--- config.mk ---
export PLATFORM = sky130hd
export DESIGN_NAME = branch_ctrl_flat
export DESIGN_NICKNAME = d
export VERILOG_FILES = /design/src/rtl/branch_pkg.sv /design/src/rtl/branch_ctrl_if.sv /design/src/rtl/branch_bht.sv /design/src/rtl/branch_ctrl.sv /design/src/flat_wrapper.sv
export SDC_FILE = /design/constraint.sdc
export NUM_CORES = 1
export LEC_CHECK = 0
export CAP_MARGIN = 20
export CORE_MARGIN = 2
export CORE_UTILIZATION = 52
export CTS_CLUSTER_SIZE = 8
export DETAILED_ROUTE_END_ITERATION = 6
export HOLD_SLACK_MARGIN = 0.02
export PLACE_DENSITY = 0.8
export SLEW_MARGIN = 30
export SYNTH_ARGS = -nofsm -noshare
export SYNTH_HDL_FRONTEND = slang
export SYNTH_SLANG_ARGS = --single-unit
--- constraint.sdc ---
create_clock -name clk -period 3.8 [get_ports clk]
set_clock_uncertainty 0.15 [all_clocks]
set_input_delay 1.14 -clock clk [delete_from_list [all_inputs] [get_ports clk]]
set_output_delay 1.14 -clock clk [all_outputs]
set_load 0.03 [all_outputs]
--- src/rtl/branch_pkg.sv ---
// Shared types for the branch controller: funct3 codes, FSM states, predictor counters.
// Counter helper saturates at SNT/ST so callers never wrap.
package branch_pkg;

  typedef logic [2:0] funct3_t;

  localparam funct3_t F3_BEQ  = 3'b000;
  localparam funct3_t F3_BNE  = 3'b001;
  localparam funct3_t F3_BLT  = 3'b100;
  localparam funct3_t F3_BGE  = 3'b101;
  localparam funct3_t F3_BLTU = 3'b110;
  localparam funct3_t F3_BGEU = 3'b111;

  typedef enum logic [1:0] {
    IDLE = 2'd0,
    CMP  = 2'd1,
    RESP = 2'd2
  } state_t;

  typedef logic [1:0] ctr_t;

  localparam ctr_t SNT = 2'b00;
  localparam ctr_t WNT = 2'b01;
  localparam ctr_t WT  = 2'b10;
  localparam ctr_t ST  = 2'b11;

  function automatic ctr_t ctr_next(input ctr_t cur, input logic taken);
    ctr_t nxt;
    nxt = cur;
    if (taken) begin
      if (cur != ST) nxt = cur + 2'd1;
    end else begin
      if (cur != SNT) nxt = cur - 2'd1;
    end
    return nxt;
  endfunction

endpackage

--- src/rtl/branch_ctrl_if.sv ---
// Request, comparator and response signals of the branch controller.
// slave = controller side, master = pipeline/comparator side.
interface branch_ctrl_if
  import branch_pkg::*;
#(
  parameter int XLEN = 32
);
  logic            req_valid;
  logic            req_ready;
  funct3_t         req_funct3;
  logic [XLEN-1:0] req_pc;
  logic [XLEN-1:0] req_imm;
  logic [XLEN-1:0] req_rs1;
  logic [XLEN-1:0] req_rs2;
  logic            pred_taken;
  logic [XLEN-1:0] cmp_a;
  logic [XLEN-1:0] cmp_b;
  logic            cmp_brun;
  logic            cmp_breq;
  logic            cmp_brlt;
  logic            rsp_valid;
  logic            rsp_ready;
  logic            rsp_taken;
  logic [XLEN-1:0] rsp_target;
  logic            rsp_mispredict;
  logic            rsp_illegal;

  modport slave (
    input  req_valid, req_funct3, req_pc, req_imm, req_rs1, req_rs2,
    input  cmp_breq, cmp_brlt, rsp_ready,
    output req_ready, pred_taken, cmp_a, cmp_b, cmp_brun,
    output rsp_valid, rsp_taken, rsp_target, rsp_mispredict, rsp_illegal
  );

  modport master (
    output req_valid, req_funct3, req_pc, req_imm, req_rs1, req_rs2,
    output cmp_breq, cmp_brlt, rsp_ready,
    input  req_ready, pred_taken, cmp_a, cmp_b, cmp_brun,
    input  rsp_valid, rsp_taken, rsp_target, rsp_mispredict, rsp_illegal
  );

endinterface

--- src/rtl/branch_bht.sv ---
// Branch history table of 2-bit saturating counters, reset to weakly not-taken.
// Combinational read; a same-cycle update is visible only from the next cycle.
module branch_bht
  import branch_pkg::*;
#(
  parameter  int ENTRIES = 16,
  localparam int IDXW    = $clog2(ENTRIES)
) (
  input  logic            clk,
  input  logic            rst_n,
  input  logic [IDXW-1:0] rd_idx_i,
  output ctr_t            rd_ctr_o,
  input  logic            upd_en_i,
  input  logic [IDXW-1:0] upd_idx_i,
  input  logic            upd_taken_i
);

  ctr_t ctr_q [ENTRIES];

  always_ff @(posedge clk or negedge rst_n) begin
    if (!rst_n) begin
      for (int i = 0; i < ENTRIES; i++) ctr_q[i] <= WNT;
    end else if (upd_en_i) begin
      ctr_q[upd_idx_i] <= ctr_next(ctr_q[upd_idx_i], upd_taken_i);
    end
  end

  assign rd_ctr_o = ctr_q[rd_idx_i];

endmodule

--- src/rtl/branch_ctrl.sv ---
// Conditional-branch sequencer: IDLE accepts, CMP drives the comparator, RESP holds the result.
// Response valid two cycles after acceptance; held until rsp_ready; one branch per three cycles.
module branch_ctrl
  import branch_pkg::*;
#(
  parameter int XLEN        = 32,
  parameter int BHT_ENTRIES = 16
) (
  input logic          clk,
  input logic          rst_n,
  input logic          flush,
  branch_ctrl_if.slave bus
);

  localparam int IDXW = $clog2(BHT_ENTRIES);

  state_t          state_q, state_d;
  funct3_t         funct3_q, funct3_d;
  logic [XLEN-1:0] pc_q, pc_d;
  logic [XLEN-1:0] imm_q, imm_d;
  logic [XLEN-1:0] rs1_q, rs1_d;
  logic [XLEN-1:0] rs2_q, rs2_d;
  logic            pred_q, pred_d;
  logic [XLEN-1:0] cmp_a_q, cmp_a_d;
  logic [XLEN-1:0] cmp_b_q, cmp_b_d;
  logic            brun_q, brun_d;
  logic            taken_q, taken_d;
  logic [XLEN-1:0] target_q, target_d;
  logic            mispred_q, mispred_d;
  logic            illegal_q, illegal_d;

  ctr_t rd_ctr;
  logic in_cmp, accept, handshake, upd_en;
  logic eq, lt, brun_now, taken_now, illegal_now;

  assign in_cmp    = (state_q == CMP);
  assign accept    = (state_q == IDLE) && bus.req_valid && !flush;
  assign handshake = (state_q == RESP) && bus.rsp_ready && !flush;
  assign upd_en    = handshake && !illegal_q;

  assign brun_now = (funct3_q == F3_BLTU) || (funct3_q == F3_BGEU);
  // Equality dominates: a comparator reporting both eq and lt is treated as not-less-than.
  assign eq = bus.cmp_breq;
  assign lt = bus.cmp_brlt && !bus.cmp_breq;

  always_comb begin
    taken_now   = 1'b0;
    illegal_now = 1'b0;
    case (funct3_q)
      F3_BEQ:           taken_now = eq;
      F3_BNE:           taken_now = !eq;
      F3_BLT, F3_BLTU:  taken_now = lt;
      F3_BGE, F3_BGEU:  taken_now = !lt;
      default:          illegal_now = 1'b1;
    endcase
  end

  always_ff @(posedge clk or negedge rst_n) begin
    if (!rst_n) state_q <= IDLE;
    else        state_q <= state_d;
  end

  always_comb begin
    state_d = state_q;
    if (flush) begin
      state_d = IDLE;
    end else begin
      case (state_q)
        IDLE:    if (bus.req_valid) state_d = CMP;
        CMP:     state_d = RESP;
        RESP:    if (bus.rsp_ready) state_d = IDLE;
        default: state_d = IDLE;
      endcase
    end
  end

  always_comb begin
    funct3_d  = funct3_q;
    pc_d      = pc_q;
    imm_d     = imm_q;
    rs1_d     = rs1_q;
    rs2_d     = rs2_q;
    pred_d    = pred_q;
    cmp_a_d   = cmp_a_q;
    cmp_b_d   = cmp_b_q;
    brun_d    = brun_q;
    taken_d   = taken_q;
    target_d  = target_q;
    mispred_d = mispred_q;
    illegal_d = illegal_q;
    if (accept) begin
      funct3_d = bus.req_funct3;
      pc_d     = bus.req_pc;
      imm_d    = bus.req_imm;
      rs1_d    = bus.req_rs1;
      rs2_d    = bus.req_rs2;
      pred_d   = rd_ctr[1];
    end
    if (in_cmp) begin
      cmp_a_d = rs1_q;
      cmp_b_d = rs2_q;
      brun_d  = brun_now;
      if (!flush) begin
        taken_d   = taken_now;
        target_d  = pc_q + imm_q;
        mispred_d = !illegal_now && (taken_now != pred_q);
        illegal_d = illegal_now;
      end
    end
  end

  always_ff @(posedge clk or negedge rst_n) begin
    if (!rst_n) begin
      funct3_d_reset: begin
        funct3_q  <= '0;
        pc_q      <= '0;
        imm_q     <= '0;
        rs1_q     <= '0;
        rs2_q     <= '0;
        pred_q    <= 1'b0;
        cmp_a_q   <= '0;
        cmp_b_q   <= '0;
        brun_q    <= 1'b0;
        taken_q   <= 1'b0;
        target_q  <= '0;
        mispred_q <= 1'b0;
        illegal_q <= 1'b0;
      end
    end else begin
      funct3_q  <= funct3_d;
      pc_q      <= pc_d;
      imm_q     <= imm_d;
      rs1_q     <= rs1_d;
      rs2_q     <= rs2_d;
      pred_q    <= pred_d;
      cmp_a_q   <= cmp_a_d;
      cmp_b_q   <= cmp_b_d;
      brun_q    <= brun_d;
      taken_q   <= taken_d;
      target_q  <= target_d;
      mispred_q <= mispred_d;
      illegal_q <= illegal_d;
    end
  end

  branch_bht #(.ENTRIES(BHT_ENTRIES)) u_bht (
    .clk         (clk),
    .rst_n       (rst_n),
    .rd_idx_i    (bus.req_pc[IDXW+1:2]),
    .rd_ctr_o    (rd_ctr),
    .upd_en_i    (upd_en),
    .upd_idx_i   (pc_q[IDXW+1:2]),
    .upd_taken_i (taken_q)
  );

  // Comparator inputs follow the operands during CMP and otherwise hold the last driven value.
  assign bus.cmp_a    = in_cmp ? rs1_q    : cmp_a_q;
  assign bus.cmp_b    = in_cmp ? rs2_q    : cmp_b_q;
  assign bus.cmp_brun = in_cmp ? brun_now : brun_q;

  assign bus.req_ready      = (state_q == IDLE);
  assign bus.pred_taken     = rd_ctr[1];
  assign bus.rsp_valid      = (state_q == RESP);
  assign bus.rsp_taken      = taken_q;
  assign bus.rsp_target     = target_q;
  assign bus.rsp_mispredict = mispred_q;
  assign bus.rsp_illegal    = illegal_q;

endmodule

--- src/flat_wrapper.sv ---
// flat-port wrapper written by rule: the top's interface ports become plain ports
module branch_ctrl_flat import branch_pkg::*;
#(
  parameter int XLEN        = 32,
  parameter int BHT_ENTRIES = 16
)
  (clk, rst_n, flush, bus_req_valid, bus_req_funct3, bus_req_pc, bus_req_imm, bus_req_rs1, bus_req_rs2, bus_cmp_breq, bus_cmp_brlt, bus_rsp_ready, bus_req_ready, bus_pred_taken, bus_cmp_a, bus_cmp_b, bus_cmp_brun, bus_rsp_valid, bus_rsp_taken, bus_rsp_target, bus_rsp_mispredict, bus_rsp_illegal);
  branch_ctrl_if #(.XLEN(XLEN)) bus_i ();
  input logic clk;
  input logic rst_n;
  input logic flush;
  input wire logic [$bits(bus_i.req_valid)-1:0] bus_req_valid;
  input wire logic [$bits(bus_i.req_funct3)-1:0] bus_req_funct3;
  input wire logic [$bits(bus_i.req_pc)-1:0] bus_req_pc;
  input wire logic [$bits(bus_i.req_imm)-1:0] bus_req_imm;
  input wire logic [$bits(bus_i.req_rs1)-1:0] bus_req_rs1;
  input wire logic [$bits(bus_i.req_rs2)-1:0] bus_req_rs2;
  input wire logic [$bits(bus_i.cmp_breq)-1:0] bus_cmp_breq;
  input wire logic [$bits(bus_i.cmp_brlt)-1:0] bus_cmp_brlt;
  input wire logic [$bits(bus_i.rsp_ready)-1:0] bus_rsp_ready;
  output wire logic [$bits(bus_i.req_ready)-1:0] bus_req_ready;
  output wire logic [$bits(bus_i.pred_taken)-1:0] bus_pred_taken;
  output wire logic [$bits(bus_i.cmp_a)-1:0] bus_cmp_a;
  output wire logic [$bits(bus_i.cmp_b)-1:0] bus_cmp_b;
  output wire logic [$bits(bus_i.cmp_brun)-1:0] bus_cmp_brun;
  output wire logic [$bits(bus_i.rsp_valid)-1:0] bus_rsp_valid;
  output wire logic [$bits(bus_i.rsp_taken)-1:0] bus_rsp_taken;
  output wire logic [$bits(bus_i.rsp_target)-1:0] bus_rsp_target;
  output wire logic [$bits(bus_i.rsp_mispredict)-1:0] bus_rsp_mispredict;
  output wire logic [$bits(bus_i.rsp_illegal)-1:0] bus_rsp_illegal;
  assign bus_i.req_valid = bus_req_valid;
  assign bus_i.req_funct3 = bus_req_funct3;
  assign bus_i.req_pc = bus_req_pc;
  assign bus_i.req_imm = bus_req_imm;
  assign bus_i.req_rs1 = bus_req_rs1;
  assign bus_i.req_rs2 = bus_req_rs2;
  assign bus_i.cmp_breq = bus_cmp_breq;
  assign bus_i.cmp_brlt = bus_cmp_brlt;
  assign bus_i.rsp_ready = bus_rsp_ready;
  assign bus_req_ready = bus_i.req_ready;
  assign bus_pred_taken = bus_i.pred_taken;
  assign bus_cmp_a = bus_i.cmp_a;
  assign bus_cmp_b = bus_i.cmp_b;
  assign bus_cmp_brun = bus_i.cmp_brun;
  assign bus_rsp_valid = bus_i.rsp_valid;
  assign bus_rsp_taken = bus_i.rsp_taken;
  assign bus_rsp_target = bus_i.rsp_target;
  assign bus_rsp_mispredict = bus_i.rsp_mispredict;
  assign bus_rsp_illegal = bus_i.rsp_illegal;
  branch_ctrl #(.XLEN(XLEN), .BHT_ENTRIES(BHT_ENTRIES)) u_core (.clk(clk), .rst_n(rst_n), .flush(flush), .bus(bus_i));
endmodule
==> metrics.json, run 1 <==
{
  "status": {
    "run_status": "complete, no violations"
  },
  "grt": {
    "pin_count_of_the_biggest_net_entering_global_routing": 93,
    "grt_first_pass_wirelength_um": 45080,
    "antenna_found_initial": 0,
    "first_global_vias": 8813,
    "grt_total_ovfl": 0,
    "grt_use_total": 0.2326
  },
  "finish": {
    "final_layout_size_suffix_gt1_frac": 0.2821,
    "postLayoutCellArea_mm2": 0.01605,
    "layout.filler_cells": 1524,
    "diodes": 0,
    "postLayoutCoreUtil": 0.7068,
    "num-nets-final": 1337,
    "seq_area_mm2": 0.006676,
    "multiInputGateArea_mm2": 0.005169,
    "syn2layout_area_growth_pct": 33.19
  },
  "flow_run": {
    "drv.max_cap_violation_count": 0
  },
  "yosys": {
    "synth_simple_gate_area_frac": 0.06240,
    "yosys.area_share.xor_xnor": 0.01817,
    "syn_area_mm2": 0.01205,
    "ys_warn_count": 0,
    "ys_ff_latch": 266,
    "netlist_instances": 915,
    "syn_nets": 1085,
    "netlist.area_leader.share": 0.5191,
    "synth_area_per_cell_um2": 13.17,
    "synth_flop_cell": "dfrtp_1",
    "synth_compound_area_frac": 0.06842,
    "synth.largest_area_cell": "dfrtp_1",
    "synth.distinct_cells": 55,
    "synthMuxAreaShare": 0.2428,
    "edff_count_synth": 0,
    "main_combinational_cell_family_by_area_after_synthesis": "multiplexers",
    "netlist_top_cells_area": "dfrtp_1, mux2_2, dfstp_2, ha_1, mux4_2",
    "yosysSeqAreaShare": 0.5540,
    "async_flop_share": 1.000,
    "post_synth_fa_ha_maj_area_fraction": 0.03571
  },
  "route": {
    "routed_wire_length_per_instance_um": 19.10,
    "drt_iter0_markers": 345,
    "final_antenna_violating_net_count": 0,
    "detail_route.drc_violations": 0,
    "routed_via_density": 5.611,
    "vias": 8243,
    "drt_wl_total_um": 28060,
    "dr.pass1.iters": 5
  },
  "clocking": {
    "postCtsSetupRepairBufs": 0,
    "ctsLongestPathBuffers": 3,
    "insertion_delay_of_the_later_clocked_pin_in_the_worst_skew_pair_ns": 0.51,
    "cts.htree.levels": 2,
    "worst_setup_hold_path_clk_slew_ns": 0.05,
    "tritoncts_clock_tree": "built",
    "clock_sink_count": 266,
    "root_buffer": "clkbuf_16",
    "cts_buffers": 39
  },
  "sta": {
    "finalMaxSlewViolations": 0,
    "final.period_utilization": 0.9868,
    "timing.final.setup_violations": 0,
    "fmaxAchievable_mhz": 266.7,
    "worst-slew-pin-transition_ns": 0.6332,
    "finalHoldViolCount": 0,
    "period_minus_slack_ns": 3.750,
    "relSlewSlack": 0.5779
  },
  "place": {
    "dpl_cell_area_mm2": 0.01482,
    "numPortBuffers": 240,
    "place.gp.congestion": 0.8559,
    "post-dp-hpwl_um": 19160
  },
  "setup_path": {
    "critical_path_buf_inv_count": 2,
    "crit_path_top_delay_cell": "mux4_2",
    "worstSetupStartpointType": "input pin",
    "worst_setup_path_end_kind": "output pin",
    "cp_cell_sequence": "buf_4 -> mux4_2 -> mux4_2 -> buf_4",
    "worst-endpoint-required_ns": 2.51,
    "worstPathMaxFanout": 5,
    "critical_path_arrival_ns": 2.46,
    "timing.critical_path.slowest_cell_delay_ns": 0.50,
    "worst-setup-path-type": "in2out",
    "critPathTopFamily": "multiplexers"
  },
  "floorplan": {
    "top_level_ports": 241,
    "initial_core_util": 0.5307,
    "chipHeight_um": 156.2,
    "rows": 55,
    "die_w_um": 156.2,
    "die_area_mm2": 0.02441,
    "core-area_mm2": 0.02271
  },
  "pwr": {
    "cellLeakagePower_nw": 7.333,
    "power_per_cell_area_mw_per_mm2": 701.7,
    "power.ir.vdd_worst_uv": 550.5
  },
  "worst_hold_path": {
    "worstHoldPathType": "reg2reg"
  }
}
## area by class of cell
class                   instances  area share
clock inverters                 3    0.002338
flip-flops and latches        266      0.4159
repair buffers                258      0.1711
inverters                       8    0.001871
multi-input cells             594      0.3220
clock buffers                  55     0.06454
well taps                     285     0.02222
## power breakdown
| group | switching, W | internal (W) | total [W] |
|---|---|---|---|
| Sequential | 0.000386 | 0.00358 | 0.00397 |
| Clock | 0.00119 | 0.00188 | 0.00307 |
| Combinational | 0.00234 | 0.00189 | 0.00423 |
| Total | 0.00392 | 0.00735 | 0.0113 |
## timing repair
item                                    CTS  global route
cloned                                    0             1
endpoints found under the setup margin    4            54
hold buffers                              0             0
resized for setup                        15            64
## cell usage in the layout (no fill, tap or decap), drive strengths merged, types with 15 or more instances in the layout
master / count
ha: 31
clkbuf: 57
dlymetal6s2s: 60
a21oi: 38
xnor2: 16
buf: 20
clkdlybuf4s50: 173
o21ai: 33
nand2: 65
nor2: 24
dfstp: 16
mux2: 229
dfrtp: 250
nand3: 19
mux4: 15
## metrics by stage
step	hold WS [ns]	std cells	setup TNS (ns)	worst slack, ns	power [W]
6_report	0.3276	1469	0	0.05002	0.01126
5_1_grt	0.3517	1469	-0.001779	-0.001779	0.01185
4_1_cts	0.3317	1468	0	0.003201	0.01139
2_1_floorplan	0.3250	915	0	0.3238	0.006622
3_5_place_dp	0.3215	1410	-0.9403	-0.9403	0.008269
3_3_place_gp	0.3105	1410	-0.9086	-0.9086	0.008169
## path summary, 6_finish.rpt
path / start / end / slack (ns) / cells past startpoint
min in group asynchronous: rst_n / u_core.imm_q[17]$_DFFE_PN0P_ / 0.45 / 1
max in group asynchronous: rst_n / u_core.rs2_q[30]$_DFFE_PN0P_ / 2.14 / 2
worst max register to register: u_core.imm_q[1]$_DFFE_PN0P_ / u_core.bus.rsp_target[19]$_DFFE_PN0P_ / 0.63 / 9
worst max-delay path: bus_req_pc[2] / bus_pred_taken / 0.05 / 4
worst min register to register: u_core.bus.rsp_target[27]$_DFFE_PN0P_ / u_core.bus.rsp_target[27]$_DFFE_PN0P_ / 0.33 / 2
worst min-delay path: u_core.bus.rsp_target[27]$_DFFE_PN0P_ / u_core.bus.rsp_target[27]$_DFFE_PN0P_ / 0.33 / 2
## state kept, by name (all words and copies together), names as in the netlist, 2 cells and up
signal	cells
u_core.state_q	2
u_core.cmp_a_q	32
u_core.funct3_q	3
u_core.pc_q	32
u_core.rs1_q	32
u_core.bus.rsp_target	32
u_core.imm_q	32
u_core.rs2_q	32
u_core.cmp_b_q	32
u_core.u_bht.ctr_q	32
## worst register-to-register path: stages, from the launching register on
cell       delay [ns]
dfrtp_1          0.41
ha_1             0.31
a21o_1           0.20
a2111oi_0        0.57
o31ai_1          0.17
buf_4            0.19
a221oi_2         0.46
o21ai_0          0.23
a21oi_1          0.21
mux2i_1          0.20
## Yosys cell counts, types with 3 or more instances
cell type,count
dfrtp_1,250
mux2_2,229
nand2_1,65
clkbuf_1,41
a21oi_1,38
ha_1,31
o21ai_0,30
nor2_1,24
nand3_1,19
dfstp_2,16
xnor2_1,16
mux4_2,15
nor2b_1,10
nor3_1,10
a21o_1,9
xor2_1,9
and3_1,8
nand4_1,8
o31ai_1,8
inv_1,7
o21a_1,7
o21bai_1,5
a211oi_1,4
a31oi_1,4
and2_1,4
buf_1,3
nor3b_1,3
o211ai_1,3
o21ai_1,3
## per-layer routing
layer  vias to the layer above  GRT usage  routed length, um
met1                      4083     0.2912              11450
met3                        43    0.09776               3062
met4                         0    0.06029                469
li1                       3823          -                  -
met5                         -          0                  0
met2                       294     0.3757              13080
## cell families (layout without fill, tap and decap cells)
group	count (synthesis)	in the layout
flops	266	266
mux	245	245
simple gates	160	160
compound gates	130	130
buf+inv	55	324
fa+ha+maj	34	34
xor+xnor	25	25
No activity file was read; power rests on OpenSTA's default activity.
==> inputs of run 2 (changes only) <==
--- a/config.mk
+++ b/config.mk
@@ -10,6 +10,7 @@
 export CORE_UTILIZATION = 52
 export CTS_CLUSTER_SIZE = 8
 export DETAILED_ROUTE_END_ITERATION = 6
+export GPL_ROUTABILITY_DRIVEN = 0
 export HOLD_SLACK_MARGIN = 0.02
 export PLACE_DENSITY = 0.8
 export SLEW_MARGIN = 30
==> results of run 2 <==
The final DEF is identical to that of run 1; final timing and power are the same.
==> inputs of run 3 (changes only) <==
--- a/config.mk
+++ b/config.mk
@@ -7,12 +7,14 @@
 export LEC_CHECK = 0
 export CAP_MARGIN = 20
 export CORE_MARGIN = 2
-export CORE_UTILIZATION = 52
+export CORE_UTILIZATION = 54
+export CTS_BUF_LIST = sky130_fd_sc_hd__clkbuf_4
 export CTS_CLUSTER_SIZE = 8
 export DETAILED_ROUTE_END_ITERATION = 6
 export GPL_ROUTABILITY_DRIVEN = 0
 export HOLD_SLACK_MARGIN = 0.02
-export PLACE_DENSITY = 0.8
+export MAX_ROUTING_LAYER = met4
+export PLACE_DENSITY = 0.83
 export SLEW_MARGIN = 30
 export SYNTH_ARGS = -nofsm -noshare
 export SYNTH_HDL_FRONTEND = slang
==> metrics.json, run 3 (same netlist as run 1, synthesis figures left out) <==
{
  "status": {
    "run_status": "complete, no violations"
  },
  "setup_path": {
    "worst_r2r_startpoint": "u_core.imm_q[1]$_DFFE_PN0P_",
    "critical_path_source": "bus_req_pc[2]",
    "worst-endpoint-required": {"value": 2.51, "unit": "ns", "change": "about the same"},
    "worstPathMaxFanout": {"value": 5, "change": "unchanged"},
    "critical_path_arrival": {"value": 2.48, "unit": "ns", "change": "+0.02 ns"},
    "worst-setup-path-type": "in2out",
    "worst_setup_path_end_kind": "output pin",
    "worstSetupStartpointType": "input pin"
  },
  "floorplan": {
    "die_w": {"value": 153.4, "unit": "um", "change": "-1.8%"},
    "rows": {"value": 54, "change": "-1.8%"},
    "chipHeight": {"value": 153.4, "unit": "um", "change": "-1.8%"},
    "initial_core_util": {"value": 0.5505, "change": "+0.01984"},
    "core-area": {"value": 0.02189, "unit": "mm2", "change": "-3.6%"},
    "top_level_ports": {"value": 241, "change": "unchanged"},
    "die_area": {"value": 0.02353, "unit": "mm2", "change": "-3.6%"}
  },
  "finish": {
    "instances_no_fill": {"value": 1525, "change": "+3.8%"},
    "mostFrequentLayoutCell": "dfrtp_1",
    "final_layout_size_suffix_gt1_frac": {"value": 0.3196, "change": "+0.03755"},
    "syn2layout_area_growth_pct": 29.68,
    "num-nets-final": {"value": 1367, "change": "+2.2%"},
    "postLayoutCellArea": {"value": 0.01563, "unit": "mm2", "change": "-2.6%"},
    "mostFrequentLayoutCells": "dfrtp_1, mux2_2, clkdlybuf4s50_1, clkbuf_4"
  },
  "worst_hold_path": {
    "worstHoldPathType": "reg2reg",
    "worst_hold_startpoint": "u_core.bus.rsp_target[1]$_DFFE_PN0P_"
  },
  "sta": {
    "timing.final.setup_violations": {"value": 0, "change": "unchanged"},
    "grt_setup_unrepaired": "no",
    "setup_total_negative_slack": {"value": 0, "unit": "ns", "change": "unchanged"},
    "finalMaxSlewViolations": {"value": 0, "change": "unchanged"},
    "fmaxAchievable": {"value": 265.3, "unit": "MHz", "change": "-0.50%"},
    "worst-slew-pin-transition": {"value": 0.8272, "unit": "ns", "change": "+0.1940 ns"},
    "final.period_utilization": {"value": 0.9918, "change": "+0.004923"},
    "relSlewSlack": {"value": 0.4438, "change": "-0.1340"},
    "finalHoldViolCount": {"value": 0, "change": "unchanged"},
    "final.setup.worst_slack": {"value": 0.03131, "unit": "ns", "change": "-0.01871 ns"},
    "period_minus_slack": {"value": 3.769, "unit": "ns", "change": "+0.01871 ns"}
  },
  "clocking": {
    "worst_setup_hold_path_clk_slew": {"value": 0.06, "unit": "ns", "change": "about the same"},
    "postCtsSetupRepairBufs": {"value": 0, "change": "unchanged"},
    "cts.htree.levels": {"value": 3, "change": "+1"},
    "clock_sink_count": {"value": 266, "change": "unchanged"},
    "cts_buffers": {"value": 70, "change": "+79%"},
    "insertion_delay_of_the_later_clocked_pin_in_the_worst_skew_pair": {"value": 0.67, "unit": "ns", "change": "+0.16 ns"},
    "ctsLongestPathBuffers": {"value": 3, "change": "unchanged"},
    "cts-hold-fix-buffers": {"value": 0, "change": "unchanged"},
    "root_buffer": "clkbuf_4",
    "tritoncts_clock_tree": "built"
  },
  "route": {
    "detail_route.drc_violations": {"value": 0, "change": "unchanged"},
    "drt_wl_total": {"value": 27940, "unit": "um", "change": "-0.45%"},
    "routed_wire_length_per_instance": {"value": 18.32, "unit": "um", "change": "-4.1%"},
    "vias": {"value": 8477, "change": "+2.8%"},
    "final_antenna_violating_net_count": {"value": 0, "change": "unchanged"},
    "dr.pass1.iters": {"value": 4, "change": "-1"},
    "drt_iter0_markers": {"value": 298, "change": "-14%"},
    "routed_via_density": {"value": 5.559, "change": "-0.94%"}
  },
  "pwr": {
    "power_per_cell_area": {"value": 669.2, "unit": "mW/mm2", "change": "-4.6%"},
    "cellLeakagePower": {"value": 6.827, "unit": "nW", "change": "-6.9%"},
    "fin_total_pwr": {"value": 0.01046, "unit": "W", "change": "-7.1%"},
    "power.ir.vdd_worst": {"value": 413.6, "unit": "uV", "change": "-25%"}
  },
  "place": {
    "placedCellCount": {"value": 1404, "change": "-0.43%"},
    "pre_cts_slack": {"value": -0.9329, "unit": "ns", "change": "+0.007397 ns"},
    "dpl_cell_area": {"value": 0.01483, "unit": "mm2", "change": "about the same"},
    "numPortBuffers": {"value": 240, "change": "unchanged"},
    "post-dp-hpwl": {"value": 19390, "unit": "um", "change": "+1.2%"}
  },
  "grt": {
    "grt_use_total": {"value": 0.2461, "change": "+0.01353"},
    "pin_count_of_the_biggest_net_entering_global_routing": {"value": 94, "change": "+1.1%"},
    "grt_total_ovfl": {"value": 0, "change": "unchanged"},
    "grt_first_pass_wirelength": {"value": 45200, "unit": "um", "change": "+0.26%"},
    "antenna_found_initial": {"value": 3, "change": "+3"},
    "first_global_vias": {"value": 9065, "change": "+2.9%"}
  },
  "flow_run": {
    "drv.max_cap_violation_count": {"value": 0, "change": "unchanged"}
  }
}
[run 3: where the power goes]
group          total, W  internal, W  switching (W)
clock           0.00245      0.00128        0.00116
combinational   0.00406      0.00174        0.00232
sequential      0.00395      0.00357       0.000377
[run 3: final timing paths]
path                       cells after the start  slack (ns)                                    end
setup / recovery                               4        0.03                         bus_pred_taken
hold / removal                                 2        0.33   u_core.bus.rsp_target[1]$_DFFE_PN0P_
setup reg to reg                               9        0.71  u_core.bus.rsp_target[19]$_DFFE_PN0P_
hold reg to reg                                2        0.33   u_core.bus.rsp_target[1]$_DFFE_PN0P_
max in group asynchronous                      2        2.36     u_core.u_bht.ctr_q[12]$_DFFE_PN1P_
min in group asynchronous                      1        0.34            u_core.pc_q[18]$_DFFE_PN0P_
[run 3: area by class of cell]
type,count,area (um2)
diodes,3,7.507
clock buffers,100,750.7
clock inverters,17,111.4
fillers,1559,6262
inverters,8,30.03
multi-input cells,594,5169
flip-flops and latches,266,6676
well taps,280,350.3
repair buffers,257,2534
[run 3: critical path: stages]
cell and delay, ns:
buf_4 0.13, mux4_2 0.50, mux4_2 0.50, buf_2 0.20
[run 3: through the flow]
step	hold slack (ns)	util
floorplan	0.3250	-
global placement	0.3080	0.6774
detailed placement	0.3123	0.6774
CTS	0.3254	0.7126
global route	0.3567	0.7139
finish	0.3256	0.7139
[run 3: layer usage]
layer,GRT usage,part of all wire
met5,-,0
met2,0.3771,0.48
met1,0.2983,0.40
met4,0.09393,0.021
met3,0.09271,0.095
[run 3: timing repair]
item,4_1_cts,5_1_grt
resized for setup,77,2
setup endpoints to repair,66,2
cloned,0,1
